[src/rtl/sonar_echo_detector_pkg.sv]
// Shared definitions for the sonar echo detector: FSM state encoding and default widths.
package sonar_echo_detector_pkg;

  typedef enum logic [1:0] {
    S_IDLE   = 2'd0,
    S_BLANK  = 2'd1,
    S_LISTEN = 2'd2,
    S_DONE   = 2'd3
  } sonar_state_e;

  localparam int unsigned DEF_N_CH     = 2;
  localparam int unsigned DEF_DW       = 16;
  localparam int unsigned DEF_MAF_LOG2 = 4;
  localparam int unsigned DEF_TOF_W    = 16;

endpackage

[src/rtl/sonar_echo_detector_env_maf.sv]
// Per-channel envelope: saturating |x| followed by a 2**MAF_LOG2-sample boxcar average.
module sonar_env_maf #(
  parameter int unsigned DW       = 16,
  parameter int unsigned MAF_LOG2 = 4
) (
  input  logic          clk,
  input  logic          rst_n,
  input  logic          pcm_valid,
  input  logic [DW-1:0] pcm_data,
  output logic [DW-1:0] env
);

  localparam int unsigned WIN   = 1 << MAF_LOG2;
  localparam int unsigned ENV_W = DW + MAF_LOG2;
  localparam logic [DW-1:0] MIN_NEG = {1'b1, {(DW-1){1'b0}}};
  localparam logic [DW-1:0] MAX_POS = {1'b0, {(DW-1){1'b1}}};

  logic [DW-1:0]    abs_new;
  logic [DW-1:0]    hist [WIN];
  logic [ENV_W-1:0] sum;

  always_comb begin
    abs_new = pcm_data;
    if (pcm_data == MIN_NEG)
      abs_new = MAX_POS;
    else if (pcm_data[DW-1])
      abs_new = -pcm_data;
  end

  // Running sum: add newest, drop the sample falling out of the window
  always_ff @(posedge clk or negedge rst_n) begin
    if (!rst_n) begin
      sum <= '0;
      for (int unsigned i = 0; i < WIN; i++) hist[i] <= '0;
    end else if (pcm_valid) begin
      sum     <= sum + ENV_W'(abs_new) - ENV_W'(hist[WIN-1]);
      hist[0] <= abs_new;
      for (int unsigned i = 1; i < WIN; i++) hist[i] <= hist[i-1];
    end
  end

  assign env = sum[ENV_W-1:MAF_LOG2];

endmodule

[src/rtl/sonar_echo_detector.sv]
// Multi-channel time-of-flight echo detector: envelope, hysteresis arm/capture, ping FSM, sticky IRQ.
module sonar_echo_detector
  import sonar_echo_detector_pkg::*;
#(
  parameter int unsigned N_CH     = DEF_N_CH,
  parameter int unsigned DW       = DEF_DW,
  parameter int unsigned MAF_LOG2 = DEF_MAF_LOG2,
  parameter int unsigned TOF_W    = DEF_TOF_W
) (
  input  logic                  clk,
  input  logic                  rst_n,
  input  logic                  pcm_valid,
  input  logic [N_CH*DW-1:0]    pcm_data,
  input  logic                  ping_start,
  input  logic [DW-1:0]         thr_hi,
  input  logic [DW-1:0]         thr_lo,
  input  logic [TOF_W-1:0]      blank_len,
  input  logic [TOF_W-1:0]      timeout,
  input  logic                  irq_clr,
  output logic [N_CH*DW-1:0]    env_o,
  output logic [N_CH*TOF_W-1:0] tof_o,
  output logic [N_CH-1:0]       tof_valid_o,
  output logic                  busy_o,
  output logic                  done_o,
  output logic                  irq_o
);

  sonar_state_e      state, state_nxt;
  logic [DW-1:0]     env [N_CH];
  logic [TOF_W-1:0]  sample_idx;
  logic              env_upd;
  logic [N_CH-1:0]   armed;
  logic [N_CH-1:0]   hit;
  logic              all_cap;
  logic              listen_entry;

  for (genvar ch = 0; ch < N_CH; ch++) begin : g_ch
    sonar_env_maf #(
      .DW       (DW),
      .MAF_LOG2 (MAF_LOG2)
    ) u_maf (
      .clk       (clk),
      .rst_n     (rst_n),
      .pcm_valid (pcm_valid),
      .pcm_data  (pcm_data[ch*DW +: DW]),
      .env       (env[ch])
    );
    assign env_o[ch*DW +: DW] = env[ch];
  end

  // Detection runs on the cycle after pcm_valid, when env and sample_idx both reflect that sample
  always_ff @(posedge clk or negedge rst_n) begin
    if (!rst_n) env_upd <= 1'b0;
    else        env_upd <= pcm_valid;
  end

  always_comb begin
    hit = '0;
    for (int unsigned ch = 0; ch < N_CH; ch++)
      hit[ch] = (state == S_LISTEN) && env_upd && armed[ch] && !tof_valid_o[ch] && (env[ch] >= thr_hi);
    all_cap = &(tof_valid_o | hit);
  end

  always_ff @(posedge clk or negedge rst_n) begin
    if (!rst_n) state <= S_IDLE;
    else        state <= state_nxt;
  end

  always_comb begin
    state_nxt = state;
    case (state)
      S_IDLE:   if (ping_start) state_nxt = S_BLANK;
      S_BLANK:  begin
        if (ping_start)                    state_nxt = S_BLANK;
        else if (sample_idx >= blank_len)  state_nxt = S_LISTEN;
      end
      S_LISTEN: begin
        if (ping_start)                                        state_nxt = S_BLANK;
        else if (env_upd && (all_cap || sample_idx == timeout)) state_nxt = S_DONE;
      end
      S_DONE:   state_nxt = ping_start ? S_BLANK : S_IDLE;
      default:  state_nxt = S_IDLE;
    endcase
  end

  assign listen_entry = (state == S_BLANK) && (state_nxt == S_LISTEN);
  assign busy_o       = (state == S_BLANK) || (state == S_LISTEN);
  assign done_o       = (state == S_DONE);

  always_ff @(posedge clk or negedge rst_n) begin
    if (!rst_n)
      sample_idx <= '0;
    else if (ping_start)
      sample_idx <= '0;
    else if (pcm_valid && busy_o && sample_idx < timeout)
      sample_idx <= sample_idx + TOF_W'(1);
  end

  always_ff @(posedge clk or negedge rst_n) begin
    if (!rst_n) begin
      tof_o       <= '0;
      tof_valid_o <= '0;
    end else if (ping_start) begin
      tof_o       <= '0;
      tof_valid_o <= '0;
    end else begin
      for (int unsigned ch = 0; ch < N_CH; ch++) begin
        if (hit[ch]) begin
          tof_o[ch*TOF_W +: TOF_W] <= sample_idx;
          tof_valid_o[ch]          <= 1'b1;
        end
      end
    end
  end

  always_ff @(posedge clk or negedge rst_n) begin
    if (!rst_n)
      armed <= '0;
    else if (listen_entry)
      armed <= '0;
    else if (state == S_LISTEN && env_upd) begin
      for (int unsigned ch = 0; ch < N_CH; ch++)
        if (env[ch] < thr_lo) armed[ch] <= 1'b1;
    end
  end

  always_ff @(posedge clk or negedge rst_n) begin
    if (!rst_n)                irq_o <= 1'b0;
    else if (state == S_DONE)  irq_o <= 1'b1;
    else if (irq_clr)          irq_o <= 1'b0;
  end

endmodule

[config.mk]
export PLATFORM = sky130hd
export DESIGN_NAME = sonar_echo_detector
export DESIGN_NICKNAME = d
export VERILOG_FILES = /design/src/rtl/sonar_echo_detector_pkg.sv /design/src/rtl/sonar_echo_detector_env_maf.sv /design/src/rtl/sonar_echo_detector.sv
export SDC_FILE = /design/constraint.sdc
export NUM_CORES = 1
export LEC_CHECK = 0
export ABC_AREA = 0
export ABC_CLOCK_PERIOD_IN_PS = 6100
export BUFFER_PORTS_ARGS = -buffer_cell sky130_fd_sc_hd__buf_4
export CELL_PAD_IN_SITES_DETAIL_PLACEMENT = 1
export CELL_PAD_IN_SITES_GLOBAL_PLACEMENT = 1
export CORE_MARGIN = 5
export CORE_UTILIZATION = 54
export CTS_CLUSTER_SIZE = 16
export DETAILED_ROUTE_END_ITERATION = 10
export GPL_TIMING_DRIVEN = 0
export PLACE_DENSITY = 0.85
export SLEW_MARGIN = 40
export SYNTH_ARGS = -nofsm -noshare
export SYNTH_HDL_FRONTEND = slang
export SYNTH_HIERARCHICAL = 1
export SYNTH_SLANG_ARGS = --single-unit
[constraint.sdc]
create_clock -name clk -period 6.1 [get_ports clk]
set_input_delay 0.61 -clock clk [delete_from_list [all_inputs] [get_ports clk]]
set_output_delay 0.61 -clock clk [all_outputs]
set_load 0.005 [all_outputs]
==> impl_metrics.tcl <==
set metrics [dict create \
    leakage_nw 15.2 \
    fin_skew_ns 0.0291 \
    syn_to_final_growth_pct 15.7 \
    rsz0062_at_grt "no" \
    hpwl_mm 58.1 \
    timing.rr.start "g_ch[0].u_maf/hist[6]" \
    maxCapViolCount 0 \
    p_per_area_nw_per_um2 531 \
    grt_overflow 0 \
    ys_seq_elements 608 \
    core_um2 52900 \
    grt_pass1_vias 22600 \
    period_minus_slack_ns 5.12 \
    timing.fmax_mhz 195 \
    worstSetupEndpointType "flip-flop" \
    mostFrequentLayoutCell "dfrtp_1" \
    hold_viol_final 0 \
    slew_violations 0 \
    synth_top_family_by_area "multiplexers" \
    drt_wl_total_mm 85.3 \
    instances_no_fill 3308 \
    finalSetupViolCount 0 \
    rows 84 \
    relSlewSlack_pct 43.7 \
    ys_types 83 \
    tightest_slew_ns 0.824 \
    use_met3_pct 4.38 \
    p_int_mw 11.1 \
    insertion_delay_ns 0.61 \
    root_buffer "clkbuf_16" \
    syn_nets 2599 \
    drive_above_1_share_pct 31.2 \
    cts_hold_buf 1 \
    synthesis.area_um2 29000 \
    yosysWarnings 6 \
    io_pins 170 \
    reg2reg_slack_ns 2.52 \
    ys_seq_area_share_pct 52.5 \
    avgSynthCellArea_um2 12.5 \
    synthXorXnorAreaFrac_pct 1.78 \
    htree_num_levels 3 \
    io_buffers 169 \
    place_inst 3191 \
    clkTransAtPathRegs_ns 0.06 \
    start_util_pct 54.8 \
    most-common-layout-cells "dfrtp_1, mux2_2, buf_4" \
    clock_power_share_pct 22.6 \
    finalCritPeriodShare_pct 84.0 \
    hp-start "pcm_valid" \
    ir_drop_mv 0.335 \
    clock-sinks 608 \
    drc 0 \
    crit_start "pcm_data[7]" \
    whs_ns 0.206 \
    synth_fa_ha_area_share_pct 8.31 \
    yosys.area_share.simple_pct 6.46 \
    swShare_pct 37.6 \
    met1_usage_pct 34.8 \
    worstSetupPathType "input port to flip-flop" \
    status "finished clean" \
    startpoint_type "input port" \
    die_h_um 242 \
    finalNetCount 2846 \
    antenna_found_initial 6 \
    cts_resized 0 \
    critPathRequiredTime_ns 6.58 \
    synth_compound_area_share_pct 7.04 \
    cts-buffers-inserted 66 \
    p_total_mw 17.8 \
    p_switching_mw 6.68 \
    drtAntennaViolNets 0 \
    p_comb_share_pct 40.6 \
    grt_usage_pct 28.9 \
    drt_iter0_drc 1230 \
    first_pass_iters 5 \
    synthesis.instances 2325 \
    grt_use_met2_pct 51.9 \
    routed-via-count 19700 \
    num-fill-cells 5133 \
    cts_buffer_depth 3 \
    grt_pass1_wl_mm 134 \
    hp-class "input port to flip-flop" \
    worstPathMaxFanout 10 \
    synth_flop_cell "dfrtp_1" \
    die-area_um2 58300 \
    cts_tree "built" \
    async_reset_ff_share_pct 100 \
    tns_ns 0 \
    grt.busiest_layer "met2" \
    fin_util_pct 63.4 \
    gp_congestion 0.889 \
    synth_enable_flop_cells 0 \
    die_w_um 242 \
    worstPathArrival_ns 5.61 \
    grt_max_degree 78 \
    postCtsSetupBuffers 0 \
    muxShareOfSynthArea_pct 19.8 \
    vias_per_cell 5.96 \
    p_seq_share_pct 36.8 \
    wl_per_cell_um 25.8 \
]
-- sequential cells by signal, summed over array words and instances (netlist names) --
signal	cells
armed	2
tof_o	32
state	2
irq_o	1
sample_idx	16
tof_valid_o	2
env_upd	1
g_ch.u_maf/sum	40
g_ch.u_maf/hist	512
-- per-stage QoR --
stage	worst slack [ns]	instance area (µm²)
global route	0.834	33500
floorplan	1.23	29000
global placement	-1.87	31100
finish	0.975	33500
CTS	0.976	33500
detailed placement	0.463	31300
-- power by group through the flow --
stage | Sequential (mW) | Clock (mW) | Combinational [mW]
after floorplan | 6.01 | 0 | 4.99
after global placement | 6.35 | 0 | 6.25
after detailed placement | 6.50 | 0 | 6.78
after CTS | 6.54 | 4.09 | 7.14
after global routing | 6.65 | 4.28 | 7.84
final | 6.54 | 4.02 | 7.21
-- synthesized netlist by cell type, types with 7 or more instances --
cell type  count  area, µm²
a211oi_1      18        135
a21o_1        26        195
a21oi_1       61        305
a31oi_1       31        194
and3_1        11       68.8
buf_4         32        240
clkbuf_1      88        330
dfrtp_1      608      15200
fa_1          32        641
ha_1         141       1760
inv_1        141        529
mux2_2       475       5350
mux2i_1       37        370
nand2_1      115        432
nand2b_1      10       62.6
nand3_1       31        155
nand4_1       16        100
nor2_1       120        450
nor2b_1       15       93.8
nor3_1        27        135
o211ai_1       9       67.6
o21a_1        14        105
o21ai_0       73        365
o21bai_1       7       52.6
o31ai_1       12       90.1
or3_1         13       81.3
xnor2_1       34        298
xor2_1        25        219
-- path summary, 6_finish.rpt --
kind / depth (start not counted) / to
max: 16 / g_ch[0].u_maf/sum[14]
min: 1 / env_upd
max reg2reg: 9 / g_ch[0].u_maf/sum[19]
min reg2reg: 1 / irq_o
max in group asynchronous: 6 / g_ch[0].u_maf/hist[134]
min in group asynchronous: 2 / g_ch[1].u_maf/hist[251]
-- cell families after synthesis --
group,count (synthesis)
buf+inv,272
compound gates,310
flops,608
mux,512
fa+ha+maj,173
xor+xnor,59
simple gates,391
-- routing by layer --
layer / up-vias / part of all wire, %
li1: 8617 / -
met1: 10300 / 39
met2: 549 / 52
met3: 226 / 4.2
met4: 4 / 4.5
met5: - / 0.033
-- cell type report --
type	count	area, µm²	area share (%)
flip-flops and latches	608	15200	45.4
multi-input cells	1445	12600	37.5
clock buffers	95	1920	5.74
repair buffers	179	1530	4.58
well taps	688	861	2.57
plain buffers	131	661	1.97
inverters	141	529	1.58
clock inverters	19	214	0.639
diodes	2	5.00	0.0149
-- worst max-delay path, stage by stage --
cell and delay [ns]:
buf_4 0.13, or3_4 0.40, or4_4 0.43, or4b_1 0.55, or2_1 0.24, buf_6 0.15, buf_2 0.19, nand2_1 0.11
fa_1 0.44, ha_1 0.36, nor2b_1 0.17, o31ai_1 0.69, a2111oi_1 0.30, nor3_1 0.41, xnor2_1 0.13, mux2_2 0.28
No activity file was read; power rests on OpenSTA's default activity.
